$ cat config.mk
export PLATFORM = sky130hd
export DESIGN_NAME = booth8x8_pp_accumulator_flat
export DESIGN_NICKNAME = d
export VERILOG_FILES = /design/src/rtl/booth8x8_pp_accumulator_if.sv /design/src/rtl/booth8x8_pp_accumulator.sv /design/src/flat_wrapper.sv
export SDC_FILE = /design/constraint.sdc
export NUM_CORES = 1
export LEC_CHECK = 0
export ABC_AREA = 0
export CORE_ASPECT_RATIO = 0.5
export CORE_MARGIN = 1
export CORE_UTILIZATION = 30
export DETAILED_ROUTE_END_ITERATION = 12
export SKIP_CTS_REPAIR_TIMING = 1
export SLEW_MARGIN = 20
export SYNTH_ARGS = -nofsm -noshare
export SYNTH_HDL_FRONTEND = slang
export SYNTH_SLANG_ARGS = --single-unit
$ cat constraint.sdc
create_clock -name clk -period 4.3 [get_ports clk]
set_clock_uncertainty 0.05 [all_clocks]
set_input_delay 1.29 -clock clk [delete_from_list [all_inputs] [get_ports clk]]
set_output_delay 1.29 -clock clk [all_outputs]
set_load 0.005 [all_outputs]
$ cat src/rtl/booth8x8_pp_accumulator_if.sv
// Handshake and row bus between the Booth encoder / sign-extension stage and
// the sequential partial-product accumulator.
interface booth8x8_pp_accumulator_if;
  logic               in_valid;
  logic               in_ready;
  logic        [11:0] pp00;
  logic        [12:0] pp01;
  logic        [12:0] pp02;
  logic        [11:0] pp03;
  logic               neg3;
  logic               out_valid;
  logic               out_ready;
  logic signed [15:0] product;
  logic               busy;

  modport master (
    output in_valid, pp00, pp01, pp02, pp03, neg3, out_ready,
    input  in_ready, out_valid, product, busy
  );

  modport slave (
    input  in_valid, pp00, pp01, pp02, pp03, neg3, out_ready,
    output in_ready, out_valid, product, busy
  );
endinterface

$ cat src/rtl/booth8x8_pp_accumulator.sv
// Sequential accumulator for the four sign-extension-encoded radix-4 Booth rows
// of a signed 8x8 multiply: one row added per cycle into a wrapping 16-bit sum.
module booth8x8_pp_accumulator (
  input  logic                            clk,
  input  logic                            rst,
  booth8x8_pp_accumulator_if.slave        bus
);

  typedef enum logic [1:0] {IDLE, ACC, DONE} state_t;

  state_t             state;
  logic        [1:0]  cnt;
  logic signed [15:0] acc;
  logic               busy_r;
  logic               out_valid_r;

  logic        [11:0] pp00_r;
  logic        [12:0] pp01_r;
  logic        [12:0] pp02_r;
  logic        [11:0] pp03_r;
  logic               neg3_r;

  logic               accept;
  logic signed [15:0] term;

  // Aligns row idx to its weight inside the 16-bit sum; neg3 rides on row 0.
  function automatic logic signed [15:0] row_term(
    input logic [1:0]  idx,
    input logic [11:0] r0,
    input logic [12:0] r1,
    input logic [12:0] r2,
    input logic [11:0] r3,
    input logic        n3
  );
    logic [15:0] t;
    case (idx)
      2'd0:    t = {4'b0, r0} + {9'b0, n3, 6'b0};
      2'd1:    t = {3'b0, r1};
      2'd2:    t = {1'b0, r2, 2'b0};
      default: t = {r3, 4'b0};
    endcase
    return signed'(t);
  endfunction

  assign bus.in_ready  = (state == IDLE) || ((state == DONE) && bus.out_ready);
  assign accept        = bus.in_valid && bus.in_ready;
  assign bus.busy      = busy_r;
  assign bus.out_valid = out_valid_r;
  assign bus.product   = acc;

  assign term = row_term(cnt, pp00_r, pp01_r, pp02_r, pp03_r, neg3_r);

  // Row capture: data only, sampled on the accepting edge.
  always_ff @(posedge clk) begin
    if (accept) begin
      pp00_r <= bus.pp00;
      pp01_r <= bus.pp01;
      pp02_r <= bus.pp02;
      pp03_r <= bus.pp03;
      neg3_r <= bus.neg3;
    end
  end

  always_ff @(posedge clk or posedge rst) begin
    if (rst) begin
      state       <= IDLE;
      cnt         <= 2'd0;
      acc         <= '0;
      busy_r      <= 1'b0;
      out_valid_r <= 1'b0;
    end else begin
      case (state)
        IDLE: begin
          if (bus.in_valid) begin
            state  <= ACC;
            acc    <= '0;
            cnt    <= 2'd0;
            busy_r <= 1'b1;
          end
        end
        ACC: begin
          // Carry out of bit 15 is dropped so the sign-extension constants cancel.
          acc <= acc + term;
          cnt <= cnt + 2'd1;
          if (cnt == 2'd3) begin
            state       <= DONE;
            busy_r      <= 1'b0;
            out_valid_r <= 1'b1;
          end
        end
        DONE: begin
          if (bus.out_ready) begin
            out_valid_r <= 1'b0;
            if (bus.in_valid) begin
              state  <= ACC;
              acc    <= '0;
              cnt    <= 2'd0;
              busy_r <= 1'b1;
            end else begin
              state <= IDLE;
            end
          end
        end
        default: begin
          state       <= IDLE;
          busy_r      <= 1'b0;
          out_valid_r <= 1'b0;
        end
      endcase
    end
  end

endmodule

$ cat src/flat_wrapper.sv
// flat-port wrapper written by rule: the top's interface ports become plain ports
module booth8x8_pp_accumulator_flat 
  (clk, rst, bus_in_valid, bus_pp00, bus_pp01, bus_pp02, bus_pp03, bus_neg3, bus_out_ready, bus_in_ready, bus_out_valid, bus_product, bus_busy);
  booth8x8_pp_accumulator_if bus_i ();
  input  logic clk;
  input  logic rst;
  input wire logic [$bits(bus_i.in_valid)-1:0] bus_in_valid;
  input wire logic [$bits(bus_i.pp00)-1:0] bus_pp00;
  input wire logic [$bits(bus_i.pp01)-1:0] bus_pp01;
  input wire logic [$bits(bus_i.pp02)-1:0] bus_pp02;
  input wire logic [$bits(bus_i.pp03)-1:0] bus_pp03;
  input wire logic [$bits(bus_i.neg3)-1:0] bus_neg3;
  input wire logic [$bits(bus_i.out_ready)-1:0] bus_out_ready;
  output wire logic [$bits(bus_i.in_ready)-1:0] bus_in_ready;
  output wire logic [$bits(bus_i.out_valid)-1:0] bus_out_valid;
  output wire logic [$bits(bus_i.product)-1:0] bus_product;
  output wire logic [$bits(bus_i.busy)-1:0] bus_busy;
  assign bus_i.in_valid = bus_in_valid;
  assign bus_i.pp00 = bus_pp00;
  assign bus_i.pp01 = bus_pp01;
  assign bus_i.pp02 = bus_pp02;
  assign bus_i.pp03 = bus_pp03;
  assign bus_i.neg3 = bus_neg3;
  assign bus_i.out_ready = bus_out_ready;
  assign bus_in_ready = bus_i.in_ready;
  assign bus_out_valid = bus_i.out_valid;
  assign bus_product = bus_i.product;
  assign bus_busy = bus_i.busy;
  booth8x8_pp_accumulator u_core (.clk(clk), .rst(rst), .bus(bus_i));
endmodule
==> results.ini, run 1 <==
[die]
start_util_pct=31.5
core_area_um2=11200
die-area_um2=12300
fp.dieH_um=78.9
io_pins=74
fp.dieW_um=156
rows=27

[job]
maxCapViolCount=0

[pwr]
powerDensity_nw_per_um2=786
finalPower_uw=3740
leakage_uw=0.00182
vdd_drop_max_mv=0.319

[routing]
dr_wl_met3_um=443
routed_wl_mm=8.44
top_layer=met4
drt_iter0_markers=213
ant_nets=0
vias=2644
dr_wl_met2_mm=3.66
first_pass_iters=4
wl_per_cell_um=15.7
drc=0
wl_met1_mm=4.25
drt-vias-per-instance=4.93

[final_layout]
multi_input_area_um2=1390
most-common-layout-cells=73 x clkdlybuf4s50_1, 51 x edfxtp_1, 31 x a21oi_1
final-seq-area_um2=2080
final_layout_size_suffix_gt1_share_pct=5.31
syn_to_final_growth_pct=34.4
nFillCells=1066
diodes=0
final_common_cell=clkdlybuf4s50_1
nNetsFinal=450

[min_path]
holdPathStages=2
worstHoldPathType=reg2reg

[logic_synthesis]
ys.flop_type=edfxtp_1
avgSynthCellArea_um2=12.0
synth-warning-count=0
seq_area_frac_synth_pct=58.8
synth_cell_types=45
syn_nets=373
netlist_instances=295
synth-edff-count=51
ys_async_sr_fraction_pct=30.1
netlist_area_um2=3540
ys_ff_latch=73

[global_routing]
grt_max_degree=27
grt_pass1_vias=2534
grt_pass1_wl_mm=13.5
antenna_found_initial=0
overflow=0
grt_usage_pct=14.8

[sta]
setup-violations-final=0
slew_violations=0
relSlewSlack_pct=35.7
period_minus_slack_ns=3.96
tns_ns=0
finalCritPeriodShare_pct=92.1
worst_pin_slew_ns=0.961
rsz0062_at_grt=no
max_freq_mhz=253
final-hold-violation-count=0

[critical_path]
crit_fanout=4
endpoint_kind=output port
required_ns=2.96
critPathLaunchType=input port
reg2reg_depth=10
worstPathArrival_ns=2.62
setup.worst_path.class=in2out

[cts]
cts_max_level=3
cts-root-buf=clkbuf_16
cts_buffers=9
cts_tree=yes
cts.sinks=73
clkSlewWorstSetupHoldPaths_ns=0.05
clockBufferDepth=2
insertion_delay_ns=0.33

[run_status]
outcome=completed

[placed_design]
io_buffer_count=73
place_congestion=0.776
dp.final_hpwl_mm=6.05

==> flip-flops by register name, indices dropped and copies added, names as in the netlist <==
| signal | count |
|---|---|
| u_core.bus.product | 16 |
| u_core.pp02_r | 13 |
| u_core.pp01_r | 13 |
| u_core.pp00_r | 12 |
| u_core.pp03_r | 12 |
| u_core.neg3_r | 1 |
| u_core.bus.out_valid | 1 |
| u_core.state | 2 |
| u_core.cnt | 2 |
| u_core.bus.busy | 1 |
==> worst max-delay path: stages <==
cell and delay [ns]:
clkdlybuf4s50_1 0.52, inv_1 0.05, a21oi_1 0.19, clkdlybuf4s50_1 0.56
==> synth_stat cells (all sizes together), types with 3 or more instances <==
master / count / area share (%)
a222oi: 9 / 2.5
ha: 22 / 7.8
o21ai: 19 / 2.7
a22oi: 5 / 1.1
dfrtp: 22 / 16
nor2: 15 / 1.6
nand4: 3 / 0.53
nand2: 26 / 2.8
o211ai: 3 / 0.64
inv: 8 / 0.85
edfxtp: 51 / 43
a22o: 5 / 1.2
a211o: 5 / 1.3
a21o: 4 / 0.85
nand2b: 3 / 0.53
xor2: 4 / 0.99
a21oi: 31 / 4.4
nand3: 11 / 1.6
clkbuf: 11 / 1.2
xnor2: 7 / 1.7
==> worst paths after layout <==
path                                           start                     end  slack (ns)
worst min register to register  u_core.bus.out_valid    u_core.bus.out_valid        0.46
min in group asynchronous                        rst    u_core.bus.out_valid        1.42
max in group asynchronous                        rst   u_core.bus.product[8]        2.21
worst min-delay path            u_core.bus.out_valid    u_core.bus.out_valid        0.46
worst max register to register         u_core.cnt[0]  u_core.bus.product[10]        0.94
worst max-delay path                   bus_out_ready            bus_in_ready        0.34
==> layer usage <==
metal	track usage, %	vias up
met4	4.61	0
met5	0	-
li1	-	1291
met2	21.3	69
met3	4.97	8
met1	20.9	1276
==> power by group <==
group	switching [uW]	internal (uW)	leakage, uW
Clock	280	448	0.000138
Combinational	1070	841	0.000931
Sequential	122	977	0.000747
==> stage by stage <==
| step | instance area, um^2 | cells | utilization, % | setup slack (ns) | hold slack [ns] |
|---|---|---|---|---|---|
| 2_1_floorplan | 3540 | 295 | - | 1.20 | 0.444 |
| 3_3_place_gp | 4470 | 520 | 39.8 | 0.351 | 0.444 |
| 3_5_place_dp | 4470 | 520 | 39.8 | 0.340 | 0.451 |
| 4_1_cts | 4760 | 536 | 42.3 | 0.337 | 0.463 |
| 5_1_grt | 4760 | 536 | 42.3 | 0.272 | 0.484 |
| 6_report | 4760 | 536 | 42.3 | 0.341 | 0.460 |
==> cell families (layout without fill, tap and decap cells) <==
family	Yosys count	after routing	share of synthesized area (%)
AOI/OAI and AO/OA	94	94	17.8
xor gates and xnor gates	11	11	2.72
adders and majority gates	23	23	8.33
buffers and inverters	20	102	2.12
DFF	73	73	58.8
muxes	1	1	0.282
and+or+nand+nor	73	73	9.99
==> cell type report <==
type | instances | area share (%)
flip-flops and latches | 73 | 43.7
well taps | 159 | 4.18
clock inverters | 5 | 1.16
repair buffers | 77 | 16.2
clock buffers | 11 | 4.89
inverters | 9 | 0.709
multi-input cells | 202 | 29.1
Power figures use the tool's default switching activity.
==> inputs of run 2 (changes only) <==
MAX_ROUTING_LAYER = met4   (was default)
==> results.ini, run 2 (same netlist as run 1, synthesis figures left out) <==
[sta]
rsz0062_at_grt=no  ; unchanged
setup-violations-final=0  ; unchanged
final-hold-violation-count=0  ; unchanged
worst_pin_slew_ns=0.962  ; was 0.961 ns
fin_ws_ns=0.344  ; was 0.341 ns
relSlewSlack_pct=35.7  ; about the same
max_freq_mhz=253  ; about the same
period_minus_slack_ns=3.96  ; about the same
finalCritPeriodShare_pct=92.0  ; was 92.1%
tns_ns=0  ; unchanged
slew_violations=0  ; unchanged

[global_routing]
grt_use_met2_pct=21.3  ; unchanged
grt_pass1_vias=2535  ; was 2534
grt_use_met1_pct=21.0  ; was 20.9%
grt_pass1_wl_mm=13.5  ; unchanged
grt_usage_pct=15.2  ; was 14.8%
antenna_found_initial=0  ; unchanged
busiest_layer=met2  ; unchanged
grt_max_degree=27  ; unchanged
grt_use_met3_pct=4.80  ; was 4.97%
overflow=0  ; unchanged

[min_path]
hp-start=u_core.bus.out_valid  ; unchanged
worstHoldPathType=reg2reg  ; unchanged
holdPathStages=2  ; unchanged

[routing]
drt_iter0_markers=208  ; was 213
wl_per_cell_um=15.7  ; about the same
first_pass_iters=5  ; was 4
ant_nets=0  ; unchanged
drc=0  ; unchanged
routed_wl_mm=8.40  ; was 8.44 mm
vias=2635  ; was 2644
drt-vias-per-instance=4.92  ; was 4.93

[cts]
clkSlewWorstSetupHoldPaths_ns=0.05  ; about the same
clockBufferDepth=2  ; unchanged
cts-root-buf=clkbuf_16  ; unchanged
insertion_delay_ns=0.33  ; about the same
cts_buffers=9  ; unchanged
cts_max_level=3  ; unchanged
cts_tree=yes  ; unchanged
cts.sinks=73  ; unchanged

[placed_design]
io_buffer_count=73  ; unchanged
place_congestion=0.787  ; was 0.776
place_ws_ns=0.340  ; unchanged
dp.final_hpwl_mm=6.05  ; unchanged

[job]
maxCapViolCount=0  ; unchanged

[die]
core_area_um2=11200  ; unchanged
io_pins=74  ; unchanged
fp.dieH_um=78.9  ; unchanged
rows=27  ; unchanged
fp.dieW_um=156  ; unchanged
start_util_pct=31.5  ; unchanged
die-area_um2=12300  ; unchanged

[critical_path]
startpoint=bus_out_ready  ; unchanged
endpoint_kind=output port  ; unchanged
crit_fanout=4  ; unchanged
reg2reg_depth=10  ; unchanged
critPathLaunchType=input port  ; unchanged
setup.worst_path.class=in2out  ; unchanged
worstPathArrival_ns=2.62  ; about the same
r2r_start=u_core.cnt[0]  ; unchanged
required_ns=2.96  ; about the same

[final_layout]
diodes=0  ; unchanged
syn_to_final_growth_pct=34.4  ; unchanged
final_common_cell=clkdlybuf4s50_1  ; unchanged
nFillCells=1066  ; unchanged
final-seq-area_um2=2080  ; unchanged
multi_input_area_um2=1390  ; unchanged
largest_reg_flops=16  ; unchanged
fin_util_pct=42.3  ; unchanged
most-common-layout-cells=73 x clkdlybuf4s50_1, 51 x edfxtp_1, 31 x a21oi_1  ; unchanged
final_layout_size_suffix_gt1_share_pct=5.31  ; unchanged
nNetsFinal=450  ; unchanged

[pwr]
switching_share_pct=39.4  ; about the same
seqPwrFrac_pct=29.4  ; about the same
leakage_uw=0.00182  ; unchanged
powerDensity_nw_per_um2=785  ; was 786 nW/um^2
vdd_drop_max_mv=0.318  ; was 0.319 mV
p_switching_uw=1470  ; was 1480 uW
cell_internal_pwr_uw=2270  ; about the same
clkPwrFrac_pct=19.5  ; about the same
combPwrFrac_pct=51.1  ; was 51.2%

[run_status]
outcome=completed  ; unchanged

run 2: cell counts in the layout (fill, tap and decap cells not counted):
Identical to the previous run, type by type.
run 2: power by group through the flow:
stage | combinational (uW) | sequential, uW | clock (uW)
final | 1910 | 1100 | 727
after global routing | 2150 | 1130 | 770
after CTS | 1910 | 1100 | 742
after detailed placement | 1900 | 1110 | 0
after global placement | 1870 | 1110 | 0
after floorplan | 1310 | 1090 | 0
run 2: worst paths after layout:
| check | endpoint | slack, ns |
|---|---|---|
| setup / recovery | bus_in_ready | 0.34 |
| hold / removal | u_core.bus.out_valid | 0.46 |
| setup reg to reg | u_core.bus.product[10] | 0.93 |
| hold reg to reg | u_core.bus.out_valid | 0.46 |
| max in group asynchronous | u_core.bus.product[8] | 2.22 |
| min in group asynchronous | u_core.bus.out_valid | 1.42 |
run 2: layer usage:
| layer | share of wire [%] | routed length, um |
|---|---|---|
| met5 | 0 | 0 |
| met4 | 0.96 | 81 |
| met2 | 43 | 3610 |
| met3 | 4.9 | 411 |
| met1 | 51 | 4300 |
run 2: area by class of cell:
class,instances,share of cell area (%)
clock inverters,5,1.16
repair buffers,77,16.2
clock buffers,11,4.89
multi-input cells,202,29.1
well taps,159,4.18
flip-flops and latches,73,43.7
inverters,9,0.709
run 2: per-stage QoR:
stage	hold slack, ns	std cells	cell area, um^2	total power (uW)
2_1_floorplan	0.444	295	3540	2410
3_3_place_gp	0.444	520	4470	2980
3_5_place_dp	0.451	520	4470	3010
4_1_cts	0.463	536	4760	3760
5_1_grt	0.484	536	4760	4040
6_report	0.459	536	4760	3740
run 2: worst max-delay path, cell delays in order:
cell and delay, ns:
clkdlybuf4s50_1 0.52, inv_1 0.05, a21oi_1 0.19, clkdlybuf4s50_1 0.56
